==> src/rtl/dbus_access_if.sv <==
// Data-bus request/response bundle between the memory-stage controller
// (master) and the memory system (slave), plus the shared access-size type.

package dbus_access_pkg;
   typedef enum logic [1:0] {
      MSIZE1 = 2'd0,
      MSIZE2 = 2'd1,
      MSIZE4 = 2'd2,
      MSIZE8 = 2'd3
   } msize_t;
endpackage

interface dbus_access_if
   import dbus_access_pkg::*;
#(
   parameter int ADDR_W = 64,
   parameter int DATA_W = 64
);
   logic              dreq_valid;
   logic [ADDR_W-1:0] dreq_addr;
   msize_t            dreq_size;
   logic [7:0]        dreq_strobe;
   logic [DATA_W-1:0] dreq_data;
   logic              dresp_addr_ok;
   logic              dresp_data_ok;
   logic [DATA_W-1:0] dresp_data;

   modport master (
      output dreq_valid, dreq_addr, dreq_size, dreq_strobe, dreq_data,
      input  dresp_addr_ok, dresp_data_ok, dresp_data
   );

   modport slave (
      input  dreq_valid, dreq_addr, dreq_size, dreq_strobe, dreq_data,
      output dresp_addr_ok, dresp_data_ok, dresp_data
   );
endinterface

==> src/rtl/dbus_access.sv <==
// Memory-stage data-bus controller: issues one valid/addr_ok/data_ok
// transaction per load/store, aligns store data and strobes, stalls the
// pipeline until completion and hands the raw bus word to the extractor.

module dbus_access
   import dbus_access_pkg::*;
#(
   parameter int ADDR_W = 64,
   parameter int DATA_W = 64
)(
   input  logic              clk,
   input  logic              reset,
   input  logic              in_valid,
   input  logic              in_is_load,
   input  logic              in_is_store,
   input  logic [ADDR_W-1:0] in_addr,
   input  logic [DATA_W-1:0] in_wdata,
   input  msize_t            in_msize,
   input  logic              in_unsigned,
   output logic              stall,
   dbus_access_if.master     bus,
   output logic              out_valid,
   output logic [DATA_W-1:0] out_raw,
   output logic [2:0]        out_addr_lo,
   output msize_t            out_msize,
   output logic              out_unsigned,
   output logic              out_misaligned
);

   typedef enum logic [1:0] {IDLE, REQ, WAIT, DONE} state_t;

   state_t            state_reg;
   logic              dreq_valid_reg;
   logic              out_valid_reg;
   logic              misaligned_reg;
   logic [DATA_W-1:0] raw_reg;

   logic              mem;
   logic              misaligned;
   logic [2:0]        offset;
   logic [7:0]        strobe_next;

   assign mem    = in_valid & (in_is_load | in_is_store);
   assign offset = in_addr[2:0];

   // Natural-alignment check; a faulting access never reaches the bus.
   always_comb begin
      misaligned = 1'b0;
      case (in_msize)
         MSIZE2:  misaligned = offset[0];
         MSIZE4:  misaligned = |offset[1:0];
         MSIZE8:  misaligned = |offset;
         default: misaligned = 1'b0;
      endcase
   end

   // Byte enables for stores, aligned down to the access size; loads write nothing.
   always_comb begin
      strobe_next = 8'h00;
      if (in_is_store) begin
         case (in_msize)
            MSIZE1:  strobe_next = 8'h01 << offset;
            MSIZE2:  strobe_next = 8'h03 << {offset[2:1], 1'b0};
            MSIZE4:  strobe_next = 8'h0F << {offset[2], 2'b00};
            default: strobe_next = 8'hFF;
         endcase
      end
   end

   // Request fields follow the held EX/MEM inputs, so they stay stable while REQ waits.
   assign bus.dreq_valid  = dreq_valid_reg;
   assign bus.dreq_addr   = in_addr;
   assign bus.dreq_size   = in_msize;
   assign bus.dreq_strobe = strobe_next;
   assign bus.dreq_data   = in_wdata << {offset, 3'b000};

   // The pipeline is released only in DONE; non-memory ops pass straight through.
   assign stall          = mem & (state_reg != DONE);
   assign out_valid      = out_valid_reg;
   assign out_raw        = raw_reg;
   assign out_misaligned = misaligned_reg;
   assign out_addr_lo    = offset;
   assign out_msize      = in_msize;
   assign out_unsigned   = in_unsigned;

   // Transaction FSM with registered bus-valid, done pulse, fault flag and read word.
   always_ff @(posedge clk or posedge reset) begin
      if (reset) begin
         state_reg      <= IDLE;
         dreq_valid_reg <= 1'b0;
         out_valid_reg  <= 1'b0;
         misaligned_reg <= 1'b0;
         raw_reg        <= '0;
      end else begin
         out_valid_reg <= 1'b0;
         case (state_reg)
            IDLE: begin
               if (mem) begin
                  if (misaligned) begin
                     state_reg      <= DONE;
                     out_valid_reg  <= 1'b1;
                     misaligned_reg <= 1'b1;
                     raw_reg        <= '0;
                  end else begin
                     state_reg      <= REQ;
                     dreq_valid_reg <= 1'b1;
                  end
               end
            end
            REQ: begin
               if (bus.dresp_addr_ok) begin
                  dreq_valid_reg <= 1'b0;
                  if (bus.dresp_data_ok) begin
                     state_reg      <= DONE;
                     out_valid_reg  <= 1'b1;
                     misaligned_reg <= 1'b0;
                     raw_reg        <= in_is_load ? bus.dresp_data : '0;
                  end else begin
                     state_reg <= WAIT;
                  end
               end
            end
            WAIT: begin
               if (bus.dresp_data_ok) begin
                  state_reg      <= DONE;
                  out_valid_reg  <= 1'b1;
                  misaligned_reg <= 1'b0;
                  raw_reg        <= in_is_load ? bus.dresp_data : '0;
               end
            end
            default: begin
               state_reg      <= IDLE;
               misaligned_reg <= 1'b0;
            end
         endcase
      end
   end

endmodule

==> src/flat_wrapper.sv <==
// flat-port wrapper written by rule: the top's interface ports become plain ports
module dbus_access_flat import dbus_access_pkg::*;
#(
   parameter int ADDR_W = 64,
   parameter int DATA_W = 64
)
  (clk, reset, in_valid, in_is_load, in_is_store, in_addr, in_wdata, in_msize, in_unsigned, stall, out_valid, out_raw, out_addr_lo, out_msize, out_unsigned, out_misaligned, bus_dreq_valid, bus_dreq_addr, bus_dreq_size, bus_dreq_strobe, bus_dreq_data, bus_dresp_addr_ok, bus_dresp_data_ok, bus_dresp_data);
  dbus_access_if #(.ADDR_W(ADDR_W), .DATA_W(DATA_W)) bus_i ();
  input  logic clk;
  input  logic reset;
  input  logic in_valid;
  input  logic in_is_load;
  input  logic in_is_store;
  input  logic [ADDR_W-1:0] in_addr;
  input  logic [DATA_W-1:0] in_wdata;
  input  msize_t in_msize;
  input  logic in_unsigned;
  output logic stall;
  output logic out_valid;
  output logic [DATA_W-1:0] out_raw;
  output logic [2:0] out_addr_lo;
  output msize_t out_msize;
  output logic out_unsigned;
  output logic out_misaligned;
  output wire logic [$bits(bus_i.dreq_valid)-1:0] bus_dreq_valid;
  output wire logic [$bits(bus_i.dreq_addr)-1:0] bus_dreq_addr;
  output wire logic [$bits(bus_i.dreq_size)-1:0] bus_dreq_size;
  output wire logic [$bits(bus_i.dreq_strobe)-1:0] bus_dreq_strobe;
  output wire logic [$bits(bus_i.dreq_data)-1:0] bus_dreq_data;
  input wire logic [$bits(bus_i.dresp_addr_ok)-1:0] bus_dresp_addr_ok;
  input wire logic [$bits(bus_i.dresp_data_ok)-1:0] bus_dresp_data_ok;
  input wire logic [$bits(bus_i.dresp_data)-1:0] bus_dresp_data;
  assign bus_dreq_valid = bus_i.dreq_valid;
  assign bus_dreq_addr = bus_i.dreq_addr;
  assign bus_dreq_size = bus_i.dreq_size;
  assign bus_dreq_strobe = bus_i.dreq_strobe;
  assign bus_dreq_data = bus_i.dreq_data;
  assign bus_i.dresp_addr_ok = bus_dresp_addr_ok;
  assign bus_i.dresp_data_ok = bus_dresp_data_ok;
  assign bus_i.dresp_data = bus_dresp_data;
  dbus_access #(.ADDR_W(ADDR_W), .DATA_W(DATA_W)) u_core (.clk(clk), .reset(reset), .in_valid(in_valid), .in_is_load(in_is_load), .in_is_store(in_is_store), .in_addr(in_addr), .in_wdata(in_wdata), .in_msize(in_msize), .in_unsigned(in_unsigned), .stall(stall), .bus(bus_i), .out_valid(out_valid), .out_raw(out_raw), .out_addr_lo(out_addr_lo), .out_msize(out_msize), .out_unsigned(out_unsigned), .out_misaligned(out_misaligned));
endmodule
==> config.mk <==
export PLATFORM = sky130hd
export DESIGN_NAME = dbus_access_flat
export DESIGN_NICKNAME = d
export VERILOG_FILES = /design/src/rtl/dbus_access_if.sv /design/src/rtl/dbus_access.sv /design/src/flat_wrapper.sv
export SDC_FILE = /design/constraint.sdc
export NUM_CORES = 1
export LEC_CHECK = 0
export CAP_MARGIN = 20
export CORE_AREA = 2 2 159 161
export DETAILED_ROUTE_END_ITERATION = 10
export DIE_AREA = 0 0 161 163
export REMOVE_ABC_BUFFERS = 1
export SLEW_MARGIN = 30
export SYNTH_ARGS = -nofsm -noshare
export SYNTH_HDL_FRONTEND = slang
export SYNTH_SLANG_ARGS = --single-unit
==> constraint.sdc <==
create_clock -name clk -period 5.3 [get_ports clk]
set_input_delay 1.06 -clock clk [delete_from_list [all_inputs] [get_ports clk]]
set_output_delay 1.06 -clock clk [all_outputs]
set_load 0.01 [all_outputs]
==> metrics.md, run 1 <==
| Metric | Value |
|---|---|
| Status | `finished clean` |
| Final nets | `998` |
| Final count of pins violating max slew | `0` |
| Post-synth cell types | `37` |
| Via density | `4.69` |
| Reg2Reg Setup Slack | `2690 ps` |
| Max clock buf depth | `2` |
| First-pass GRT wire length | `35,100 um` |
| Buffers on Ports | `289` |
| Worst setup SP type | `input port` |
| CTS buffer count | `9` |
| DRT antenna net count | `0` |
| Netlist area before placement | `5710 um2` |
| Clk sinks | `69` |
| Initial antenna violation count | `0` |
| PD cells | `434 nW/um2` |
| Fmax | `238 MHz` |
| Post-CTS sizing | `0` |
| Number of flops mapped to enable cells by yosys | `0` |
| Buffers & Inverters on Critical Path | `3` |
| # IOs | `414` |
| R2R cell count | `7` |
| Layout cells sized above 1 | `0.159` |
| Ys flop type | `dfrtp_1` |
| Worst skew pair latency | `350 ps` |
| Tot GR Track Use | `0.178` |
| Worst Max-Slew Pin Slew | `720 ps` |
| Area Overhead vs Synth | `51.0%` |
| Worst slew margin | `0.518` |
| Crit end category | `output pin` |
| Pre-antenna DRT Iters | `5` |
| Synth Register Bits | `69` |
| Critical-path cell list | `buf_2 > buf_4 > mux2i_1 > mux2i_1 > and2_1 > clkdlybuf4s50_1` |
| Required @ worst endpoint | `4240 ps` |
| Die H | `163 um` |
| Ant. Diodes | `0` |
| Max stage delay on crit path | `510 ps` |
| CP delay by family, top | `buffers and inverters` |
| CTS tree | `built` |
| Remaining global-route overflow | `0` |
| Largest net degree at the start of global routing | `66` |
| Hold-fix buffers at CTS | `0` |
| Most frequent CP cell | `mux2i_1` |
| Initial drt markers | `322` |
| Max reg flops | `64` |
| WP depth | `6` |
| Period utilisation layout | `0.794` |
| WL/cell | `21.4 um` |
| Row cnt | `58` |
| Post-route insts no fill | `1,127` |
| RD Place Congestion | `0.869` |
| Post-CTS Setup Inserts | `0` |
| Starting Density | `0.232` |
| Final hold vios | `0` |
| Final total power | `3.74 mW` |
| Clock Root Buffer | `clkbuf_16` |
| Htree depth | `3` |
| Maximum Capacitance Violations | `0` |
| Commonest non-fill, non-tap cell in the layout | `clkdlybuf4s50_1` |
| Total wire length | `24,100 um` |
| Tmin final | `4210 ps` |
| Yosys warnings | `0` |
| Total Die Area | `26,200 um2` |
| Worst min path class | `reg2reg` |
| Syn Inst Count | `599` |
| Mean area per synthesized cell | `9.54 um2` |
| CP Max Fanout | `34` |
| Hold depth | `1` |
| Sequential share of the synthesized area | `0.302` |
| Final setup vio count | `0` |
| Die X | `161 um` |
| Peak supply drop | `268 uV` |
| Core ar. | `24,700 um2` |
| CP max-delay cell | `mux2i_1` |
| Ys async rst share | `1.00` |
| LEAKAGE | `3.94 nW` |
| Vias | `5,281` |
| Hpwl dp | `18,300 um` |
| Clock transition at path regs | `60 ps` |
| Vias in the first global route | `5,374` |
| Skew final | `12.4 ps` |
| Crit path DAT | `3150 ps` |
| Filler instances | `2,541` |
| Most frequent cells in the layout | `286 x clkdlybuf4s50_1, 69 x dfrtp_1, 64 x and3_1` |
| DRC | `0` |
| # placed instances | `1,111` |
| Type of the worst setup path | `in2out` |
| RSZ-0062 raised after global routing | `no` |
-- worst paths after layout --
| check | start | endpoint |
|---|---|---|
| setup / recovery | in_addr[0] | bus_dreq_data[31] |
| hold / removal | u_core.out_misaligned | u_core.out_misaligned |
| setup reg to reg | u_core.state_reg[1] | u_core.out_raw[58] |
| hold reg to reg | u_core.out_misaligned | u_core.out_misaligned |
| max in group asynchronous | reset | u_core.out_raw[41] |
| min in group asynchronous | reset | u_core.out_raw[31] |
-- where the power goes --
group          switching [mW]  leakage (nW)  total [mW]  internal, mW
Clock                   0.284         0.150       0.620         0.336
Sequential              0.140         0.924       0.903         0.763
Combinational           0.955          2.86        2.22          1.27
-- layer usage --
| layer | global-route usage | vias to the layer above | part of all wire |
|---|---|---|---|
| li1 | - | 2411 | - |
| met1 | 0.200 | 2446 | 0.39 |
| met2 | 0.249 | 383 | 0.40 |
| met3 | 0.151 | 35 | 0.18 |
| met4 | 0.0402 | 6 | 0.015 |
| met5 | 0.0852 | - | 0.012 |
-- layout make-up --
type	count	area, um2	share of cell area
clock inverter	7	76.3	0.00884
multi-input combinational	401	3160	0.366
timing repair buffer	303	3000	0.347
inverter	8	32.5	0.00377
tap	330	413	0.0478
sequential	69	1730	0.200
clock buffer	9	225	0.0261
-- logic make-up (layout without fill, tap and decap cells) --
logic type	Yosys count	count (layout)	synth area share
and+or+nand+nor	172	172	0.152
muxes	132	132	0.290
buffers and inverters	129	327	0.145
AOI/OAI and AO/OA	93	93	0.103
DFF	69	69	0.302
adders and majority gates	4	4	0.00876
-- metrics by stage --
step	setup WS, ps	instance area, um2	util	TNS, ps	hold slack (ps)
floorplan	-277	4920	-	-11700	522
global placement	1060	8330	0.337	0	479
detailed placement	1080	8330	0.338	0	486
CTS	1070	8630	0.350	0	503
global route	957	8630	0.350	0	526
finish	1090	8630	0.350	0	500
-- worst reg2reg max path: stages (launching register included) --
cell and delay (ps):
dfrtp_1 380, inv_1 80, ha_1 220, nor2b_1 150
a21oi_2 210, nand4b_1 620, buf_4 500, mux2_4 340
-- synthesized netlist by cell type (6+ instances only) --
cell type / n / area share
buf_4: 76 / 0.10
dfrtp_1: 69 / 0.30
and3_1: 64 / 0.070
nor2_1: 62 / 0.041
mux2_4: 60 / 0.16
mux2i_1: 44 / 0.077
clkbuf_1: 27 / 0.018
o21ai_0: 26 / 0.023
mux2_2: 24 / 0.047
nand2_1: 22 / 0.014
a21oi_1: 21 / 0.018
a211oi_1: 13 / 0.017
o22ai_1: 10 / 0.011
and2_1: 9 / 0.0099
buf_2: 9 / 0.0079
nand2b_1: 9 / 0.0099
inv_1: 7 / 0.0046
a211o_1: 6 / 0.0092
a31o_2: 6 / 0.0092
buf_6: 6 / 0.012
No activity file was read; power rests on OpenSTA's default activity.
==> inputs of run 2 (changes only) <==
--- a/config.mk
+++ b/config.mk
@@ -6,9 +6,9 @@
 export NUM_CORES = 1
 export LEC_CHECK = 0
 export CAP_MARGIN = 20
-export CORE_AREA = 2 2 159 161
+export CORE_AREA = 2 2 163 165
 export DETAILED_ROUTE_END_ITERATION = 10
-export DIE_AREA = 0 0 161 163
+export DIE_AREA = 0 0 165 167
 export REMOVE_ABC_BUFFERS = 1
 export SLEW_MARGIN = 30
 export SYNTH_ARGS = -nofsm -noshare
==> constraint.sdc (replaced) <==
create_clock -name clk -period 3.7 [get_ports clk]
set_input_delay 0.74 -clock clk [delete_from_list [all_inputs] [get_ports clk]]
set_output_delay 0.74 -clock clk [all_outputs]
set_load 0.01 [all_outputs]
==> run 2 against run 1 <==
Effect of this change:
- clock skew down 6.8 ps
- clock power up 41%
- via count down 1.9%
- power up 41%
- first-iteration DRC count down 17%
- non-clock buffer count up 2
- sequential share of layout area down 0.13 points
- critical endpoint is now bus_dreq_data[45]
==> metrics.md, run 2 (same netlist as run 1, synthesis figures left out) <==
| Metric | Value |
|---|---|
| Status | `finished clean` |
| Post-route insts no fill | `1,134 (+0.62%)` |
| Die X | `165 um (+2.5%)` |
| Starting Density | `0.222 (-0.00980)` |
| DRT antenna net count | `0 (unchanged)` |
| Fmax | `305 MHz` |
| Tot GR Track Use | `0.156 (-0.0219)` |
| WL/cell | `19.8 um (-7.2%)` |
| Critical-path cell list | `buf_2 > buf_4 > nand2_1 > o22ai_1 > clkdlybuf4s50_1` |
| Hpwl dp | `17,300 um (-5.4%)` |
| Ant. Diodes | `0 (unchanged)` |
| # placed instances | `1,118 (+0.63%)` |
| Via density | `4.57 (-2.5%)` |
| Pre-antenna DRT Iters | `5 (unchanged)` |
| Final setup vio count | `0 (unchanged)` |
| Vias | `5,181 (-1.9%)` |
| Final total power | `5.27 mW (+41%)` |
| PD cells | `607 nW/um2 (+40%)` |
| Die H | `167 um (+2.5%)` |
| Max clock buf depth | `2 (unchanged)` |
| RSZ-0062 raised after global routing | `no` |
| Worst setup SP type | `input port` |
| Worst Max-Slew Pin Slew | `673 ps (-46.4 ps)` |
| Hold-fix buffers at CTS | `0 (unchanged)` |
| Type of the worst setup path | `in2out` |
| Clk sinks | `69 (unchanged)` |
| Filler instances | `2,622 (+3.2%)` |
| Post-CTS Setup Inserts | `0 (unchanged)` |
| Vias in the first global route | `5,288 (-1.6%)` |
| Post-CTS sizing | `0 (unchanged)` |
| LEAKAGE | `3.96 nW (+0.60%)` |
| Tmin final | `3280 ps` |
| Final count of pins violating max slew | `0 (unchanged)` |
| Worst min path class | `reg2reg` |
| First-pass GRT wire length | `32,500 um (-7.3%)` |
| Largest net degree at the start of global routing | `66 (unchanged)` |
| Final hold vios | `0 (unchanged)` |
| Period utilisation layout | `0.886` |
| Total wire length | `22,500 um (-6.6%)` |
| Crit path DAT | `2540 ps (-610 ps)` |
| Worst skew pair latency | `330 ps (-20 ps)` |
| Peak supply drop | `435 uV (+62%)` |
| Required @ worst endpoint | `2960 ps (-1280 ps)` |
| Most frequent cells in the layout | `286 x clkdlybuf4s50_1, 69 x dfrtp_1, 64 x and3_1` |
| Setup TNS | `0 ps (unchanged)` |
| CP max-delay cell | `clkdlybuf4s50_1` |
| Htree depth | `3 (unchanged)` |
| Layout cells sized above 1 | `0.161 (+0.00210)` |
| # IOs | `414 (unchanged)` |
| Worst slew margin | `0.550 (+0.0328)` |
| Clock transition at path regs | `60 ps (about the same)` |
| RD Place Congestion | `0.867 (-0.22%)` |
| Final nets | `1,000 (+0.20%)` |
| Maximum Capacitance Violations | `0 (unchanged)` |
| Final hold slack | `503 ps (+3.00 ps)` |
| Core ar. | `25,800 um2 (+4.4%)` |
| Row cnt | `59 (+1.7%)` |
| Buffers on Ports | `289 (unchanged)` |
| Total Die Area | `27,600 um2 (+5.0%)` |
| Setup ws final | `421 ps (-671 ps)` |
| CTS tree | `built` |
| Initial antenna violation count | `0 (unchanged)` |
| Max reg flops | `64 (unchanged)` |
| Crit end category | `output pin` |
| Pre-CTS WS | `433 ps (-643 ps)` |
| Initial drt markers | `268 (-17%)` |
| DRC | `0 (unchanged)` |
| Clock Root Buffer | `clkbuf_16` |
| Area Overhead vs Synth | `52.0%` |
| Remaining global-route overflow | `0 (unchanged)` |
| Max stage delay on crit path | `570 ps (+60 ps)` |
| CTS buffer count | `9 (unchanged)` |
| Commonest non-fill, non-tap cell in the layout | `clkdlybuf4s50_1` |
| CP Max Fanout | `41 (+21%)` |
| Skew final | `5.55 ps (-6.81 ps)` |
-- run 2: final cells by class --
| cell class | instances | area [um2] | area share |
|---|---|---|---|
| well taps | 335 | 419 | 0.0483 |
| multi-input cells | 401 | 3160 | 0.364 |
| flip-flops and latches | 69 | 1730 | 0.199 |
| repair buffers | 305 | 3050 | 0.351 |
| clock inverters | 7 | 76.3 | 0.00879 |
| clock buffers | 9 | 225 | 0.0259 |
| inverters | 8 | 30.0 | 0.00346 |
-- run 2: path summary, 6_finish.rpt --
path	to	depth (start not counted)	startpoint	slack (ps)
min in group asynchronous	u_core.out_raw[45]	2	reset	830
max in group asynchronous	u_core.out_raw[35]	3	reset	2200
min reg2reg	u_core.out_raw[44]	1	u_core.out_raw[44]	500
max	bus_dreq_data[45]	5	in_addr[1]	420
max reg2reg	u_core.out_raw[42]	7	u_core.state_reg[1]	1580
min	u_core.out_raw[44]	1	u_core.out_raw[44]	500
-- run 2: power by group --
| part | switching [mW] | leakage [nW] | internal, mW |
|---|---|---|---|
| logic | 1.32 | 2.89 | 1.79 |
| clock network | 0.391 | 0.150 | 0.481 |
| registers | 0.202 | 0.924 | 1.09 |
-- run 2: routing by layer --
metal | vias to the layer above | GRT usage | wire (um)
met1 | 2387 | 0.176 | 8770
met4 | 6 | 0.0344 | 315
met5 | - | 0.0691 | 226
li1 | 2416 | - | -
met3 | 23 | 0.128 | 4140
met2 | 349 | 0.222 | 9020
-- run 2: through the flow --
stage | area (um2) | util
floorplan | 4920 | -
global placement | 8390 | 0.325
detailed placement | 8390 | 0.325
CTS | 8690 | 0.337
global route | 8690 | 0.337
finish | 8690 | 0.337
-- run 2: worst max-delay path, delay by kind of cell --
kind | cells | cell delay (ps)
buffers and inverters | 3 | 1030
and+or+nand+nor | 1 | 420
AOI/OAI and AO/OA | 1 | 330
==> inputs of run 3 (changes only) <==
--- a/config.mk
+++ b/config.mk
@@ -9,8 +9,11 @@
 export CORE_AREA = 2 2 163 165
 export DETAILED_ROUTE_END_ITERATION = 10
 export DIE_AREA = 0 0 165 167
+export HOLD_SLACK_MARGIN = 0.08
 export REMOVE_ABC_BUFFERS = 1
+export SKIP_LAST_GASP = 1
 export SLEW_MARGIN = 30
 export SYNTH_ARGS = -nofsm -noshare
 export SYNTH_HDL_FRONTEND = slang
 export SYNTH_SLANG_ARGS = --single-unit
+export TNS_END_PERCENT = 50
==> results of run 3 <==
Same layout as run 2: the final DEF is identical, and so are final timing and power.
==> edit 1: new RTL, flow settings as in run 2 <==
`ADDR_W` is set to 64 in 3 places; all go to 128.
--- a/src/rtl/dbus_access_if.sv
+++ b/src/rtl/dbus_access_if.sv
@@ -15,3 +15,3 @@
 #(
-   parameter int ADDR_W = 64,
+   parameter int ADDR_W = 128,
    parameter int DATA_W = 64
--- a/src/rtl/dbus_access.sv
+++ b/src/rtl/dbus_access.sv
@@ -7,3 +7,3 @@
 #(
-   parameter int ADDR_W = 64,
+   parameter int ADDR_W = 128,
    parameter int DATA_W = 64
--- a/src/flat_wrapper.sv
+++ b/src/flat_wrapper.sv
@@ -3,3 +3,3 @@
 #(
-   parameter int ADDR_W = 64,
+   parameter int ADDR_W = 128,
    parameter int DATA_W = 64
Interface: changed (resized bus_dreq_addr and in_addr); port bits go from 414 to 542. The function was not compared with the original's and may differ.
==> edit 1 against run 2 <==
  * Register-to-register slack lost 420 ps
  * Area after synthesis grew 8.4%
  * Worst setup slack lost 280 ps
  * First-iteration DRC count is 19% higher
  * Cell area up 1.6%
  * Power is 5.9% higher
  * Critical path type unchanged
  * Global-route usage rose by 16 points
  * Die area unchanged
  * Sequential cell count is the same
  * Routed wire length grew 97%
  * Count of clock-buffer cells in the layout did not move
  * Fmax is 7.9% lower
==> edit 1: results (changes against run 2) <==
global_routing:
  grt_pass1_wl_um: 56500  # was 32500 um
  grt.total_usage_pct: 31.3  # was 15.6%
  met3_usage_pct: 34.2  # was 12.8%
  grt_pass1_vias: 5664  # was 5288
  grtUsageMet2_pct: 46.1  # was 22.2%
  grt_start_max_net_pins: 89  # was 66
place:
  place_area_mm2: 0.00850  # was 0.00839 mm2
  dp_hpwl_um: 38800  # was 17300 um
layout:
  finalNonFillerCells: 1149  # was 1134
  seq_share_pct: 19.6  # was 19.9%
  drive_gt1_share_pct: 17.7  # was 16.1%
  clkCellAreaFrac_pct: 3.66  # was 3.47%
  nets: 1077  # was 1000
  fillerInstances: 2662  # was 2622
  diodes: 2  # was 0
  final_util_pct: 34.3  # was 33.7%
  n_all_buffers: 318  # was 305
status:
  status: "complete, no violations"  # unchanged
timing:
  fin_worst_skew_ps: 5.25  # was 5.55 ps
  tightestPinTransition_ps: 723  # was 673 ps
yosys:
  synth_commonest_cells: "140 x buf_4, 69 x dfrtp_1, 64 x and3_1"  # was 76 x buf_4, 69 x dfrtp_1, 64 x and3_1
  yosysSeqAreaShare_pct: 27.9  # was 30.2%
detailed_routing:
  viasPerCell: 4.93  # was 4.57
  avgRoutedWirePerCell_um: 38.6  # was 19.8 um
  first_iter_violations: 319  # was 268
worst_setup_path:
  worstPathArrival_ps: 2820  # was 2540 ps
-- edit 1: where the power goes --
| part | internal [mW] | switching (mW) | total (mW) |
|---|---|---|---|
| clock | 0.593 | 0.351 | 0.943 |
| sequential | 1.10 | 0.211 | 1.31 |
| combinational | 1.89 | 1.45 | 3.33 |
| total | 3.57 | 2.01 | 5.58 |
-- edit 1: path summary, 6_finish.rpt --
path,from,to,slack (ps),cells after the start
worst max-delay path,in_wdata[18],bus_dreq_data[58],140,7
worst min-delay path,u_core.out_misaligned$_DFFE_PP0P_,u_core.out_misaligned$_DFFE_PP0P_,500,1
worst max register to register,u_core.state_reg[1]$_DFFE_PP0P_,u_core.out_raw[44]$_DFFE_PP0P_,1160,7
worst min register to register,u_core.out_misaligned$_DFFE_PP0P_,u_core.out_misaligned$_DFFE_PP0P_,500,1
max in group asynchronous,reset,u_core.out_raw[32]$_DFFE_PP0P_,2240,3
min in group asynchronous,reset,u_core.out_raw[5]$_DFFE_PP0P_,820,2
-- edit 1: logic make-up (layout without fill, tap and decap cells) --
kind of cell    Yosys count  after routing  share of synthesized area [%]
buf+inv                 193            342                           21.1
simple gates            172            172                           14.0
mux                     132            132                           26.7
compound gates           93             93                           9.47
flops                    69             69                           27.9
fa+ha+maj                 4              4                          0.808
other cells               0              2                              0
-- edit 1: metal layers --
| metal | vias to the layer above | part of all wire, % |
|---|---|---|
| met4 | 20 | 5.7 |
| met3 | 69 | 23 |
| met1 | 2551 | 27 |
| met2 | 581 | 42 |
| li1 | 2442 | - |
| met5 | - | 1.1 |
-- edit 1: worst max-delay path, cell delays in order --
cell and delay [ps]:
clkdlybuf4s50_1 640, mux2i_1 140, buf_4 160, and2_1 160, a211o_1 260, o21ai_0 110
clkdlybuf4s50_1 590
==> edit 2: new RTL, config.mk and constraints of run 2 <==
Without the edit above. Re-encode `state_t` (4 states) as one-hot, 4 bits wide.
--- a/src/rtl/dbus_access.sv
+++ b/src/rtl/dbus_access.sv
@@ -29,3 +29,3 @@
 
-   typedef enum logic [1:0] {IDLE, REQ, WAIT, DONE} state_t;
+   typedef enum logic [3:0] {IDLE = 4'b0001, REQ = 4'b0010, WAIT = 4'b0100, DONE = 4'b1000} state_t;
 
Formal check against the unedited RTL: same outputs for any inputs over 4 cycles, from zero or initial values and one cycle with reset high; so few cycles prove little.
==> edit 2 against run 2 <==
  * Non-clock buffer count rose by 10
  * Area after synthesis is 2.2% lower
  * Sequential cell count increased by 2
  * Worst setup slack got worse by 110 ps
  * Cell area grew 0.96%
  * Routed wire length is 4.0% higher
  * Final cell count is 5.2% higher
  * Sequential share of layout area rose by 0.39 points
  * Largest cell class is now buffers
Power is not compared: it rests on default switching activity, and its combinational part moved more than twofold at a synthesized area within 25%.
==> edit 2: results (changes against run 2) <==
global_routing:
  met3_usage_pct: 12.1  # was 12.8%
  antenna_found_initial: 1  # was 0
  grt_pass1_vias: 5522  # was 5288
  grt_pass1_wl_um: 33700  # was 32500 um
  grt_start_max_net_pins: 47  # was 66
  groute.layer.met1.usage_pct: 18.5  # was 17.6%
  grtUsageMet2_pct: 23.6  # was 22.2%
  grt.total_usage_pct: 16.3  # was 15.6%
power_and_ir_drop:
  max-vdd-ir-drop_mv: 0.208
  leakage_nw: 3.70
detailed_routing:
  first_iter_violations: 298  # was 268
  vias: 5402  # was 5181
  wl_met2_um: 9700  # was 9020 um
  firstDrtPassIters: 5  # unchanged
  wl_met1_um: 8850  # was 8770 um
  wl_met3_um: 4130  # was 4140 um
  routed_wl_um: 23400  # was 22500 um
  highest_layer: "met5"  # unchanged
worst_setup_path:
  path_max_fanout: 33  # was 41
  worstPathArrival_ps: 2650  # was 2540 ps
layout:
  fillerInstances: 2653  # was 2622
  diodes: 0  # unchanged
  drive_gt1_share_pct: 9.32  # was 16.1%
  largest_reg_flops: 64  # unchanged
  fin_area_mm2: 0.00877  # was 0.00869 mm2
  nets: 1056  # was 1000
  finalNonFillerCells: 1193  # was 1134
yosys:
  synth.area.mux_share_pct: 28.5  # was 29.0%
  synth_compound_area_share_pct: 7.97  # was 10.3%
  synth_xor_area_share_pct: 0  # unchanged
  synthAdderAreaFrac_pct: 0  # was 0.876%
  yosysSeqAreaShare_pct: 31.8  # was 30.2%
  synth_most_common_cell: "mux2i_1"  # was buf_4
  async_reset_ff_share_pct: 100  # unchanged
  synth_commonest_cells: "96 x mux2i_1, 95 x nand2_1, 74 x buf_4"  # was 76 x buf_4, 69 x dfrtp_1, 64 x and3_1
  synth_cells: 637  # was 599
  netlist_top_cells_area: "dfrtp_1 31%, mux2i_1 17%, buf_4 9.9%, mux4_2 9.7%, nand2_1 6.4%"  # was dfrtp_1 30%, mux2_4 16%, buf_4 10%, mux2i_1 7.7%, and3_1 7.0%
  synthDistinctLibCells: 39  # was 37
  ys.flop_type: "dfrtp_1"  # unchanged
  ys.warnings.count: 0  # unchanged
hold_path:
  hold_path.class: "reg -> reg"  # unchanged
clock_tree:
  cts-root-buf: "clkbuf_16"  # unchanged
  clockBufferDepth: 2  # unchanged
  cts_made_buffers: 9  # unchanged
  cts.htree.levels: 3  # unchanged
  postCtsSetupBuffers: 0  # unchanged
  clk_pin_slew_ps: 60  # about the same
timing:
  tightestPinTransition_ps: 742  # was 673 ps
  fin_worst_skew_ps: 4.77  # was 5.55 ps
place:
  dp_hpwl_um: 18300  # was 17300 um
  place_area_mm2: 0.00846  # was 0.00839 mm2
  portBuffers: 289  # unchanged
  gp_congestion: 0.911  # was 0.867
  post-place-ws_ps: 342  # was 433 ps
status:
  status: "complete, no violations"  # unchanged
-- edit 2: final cells by class --
class / instances / share of cell area [%]
well taps: 335 / 4.78
repair buffers: 315 / 36.6
clock buffers: 12 / 2.81
clock inverters: 3 / 0.770
flip-flops and latches: 71 / 20.3
inverters: 74 / 3.17
multi-input cells: 383 / 31.6
-- edit 2: cell families after synthesis --
logic type             Yosys count
AO/OA/AOI/OAI                   78
buffers and inverters          183
flip-flops                      71
multiplexers                   128
AND/OR/NAND/NOR                177
-- edit 2: worst max-delay path, stage by stage --
cell and delay [ps]:
buf_2 200, buf_12 230, mux2i_1 450, nor2_1 70, a21oi_1 310, a21oi_1 130
clkdlybuf4s50_1 490
-- edit 2: power by group through the flow --
stage / clock network, mW / registers (mW) / logic, mW
finish: 0.934 / 0.854 / 1.32
global route: 0.997 / 0.860 / 1.42
CTS: 0.966 / 0.854 / 1.34
detailed placement: 0 / 0.867 / 1.34
global placement: 0 / 0.866 / 1.33
floorplan: 0 / 0.879 / 0.711
-- edit 2: worst paths after layout --
path                                                   startpoint  cells after the start                                end  slack, ps
worst max register to register    u_core.state_reg[0]$_DFFE_PP1P_                      4     u_core.out_raw[34]$_DFFE_PP0P_       1510
worst min-delay path            u_core.out_misaligned$_DFFE_PP0P_                      1  u_core.out_misaligned$_DFFE_PP0P_        500
worst max-delay path                                   in_addr[1]                      7                  bus_dreq_data[50]        310
worst min register to register  u_core.out_misaligned$_DFFE_PP0P_                      1  u_core.out_misaligned$_DFFE_PP0P_        500
max in group asynchronous                                   reset                      3    u_core.state_reg[0]$_DFFE_PP1P_       2110
min in group asynchronous                                   reset                      2     u_core.out_raw[44]$_DFFE_PP0P_        870
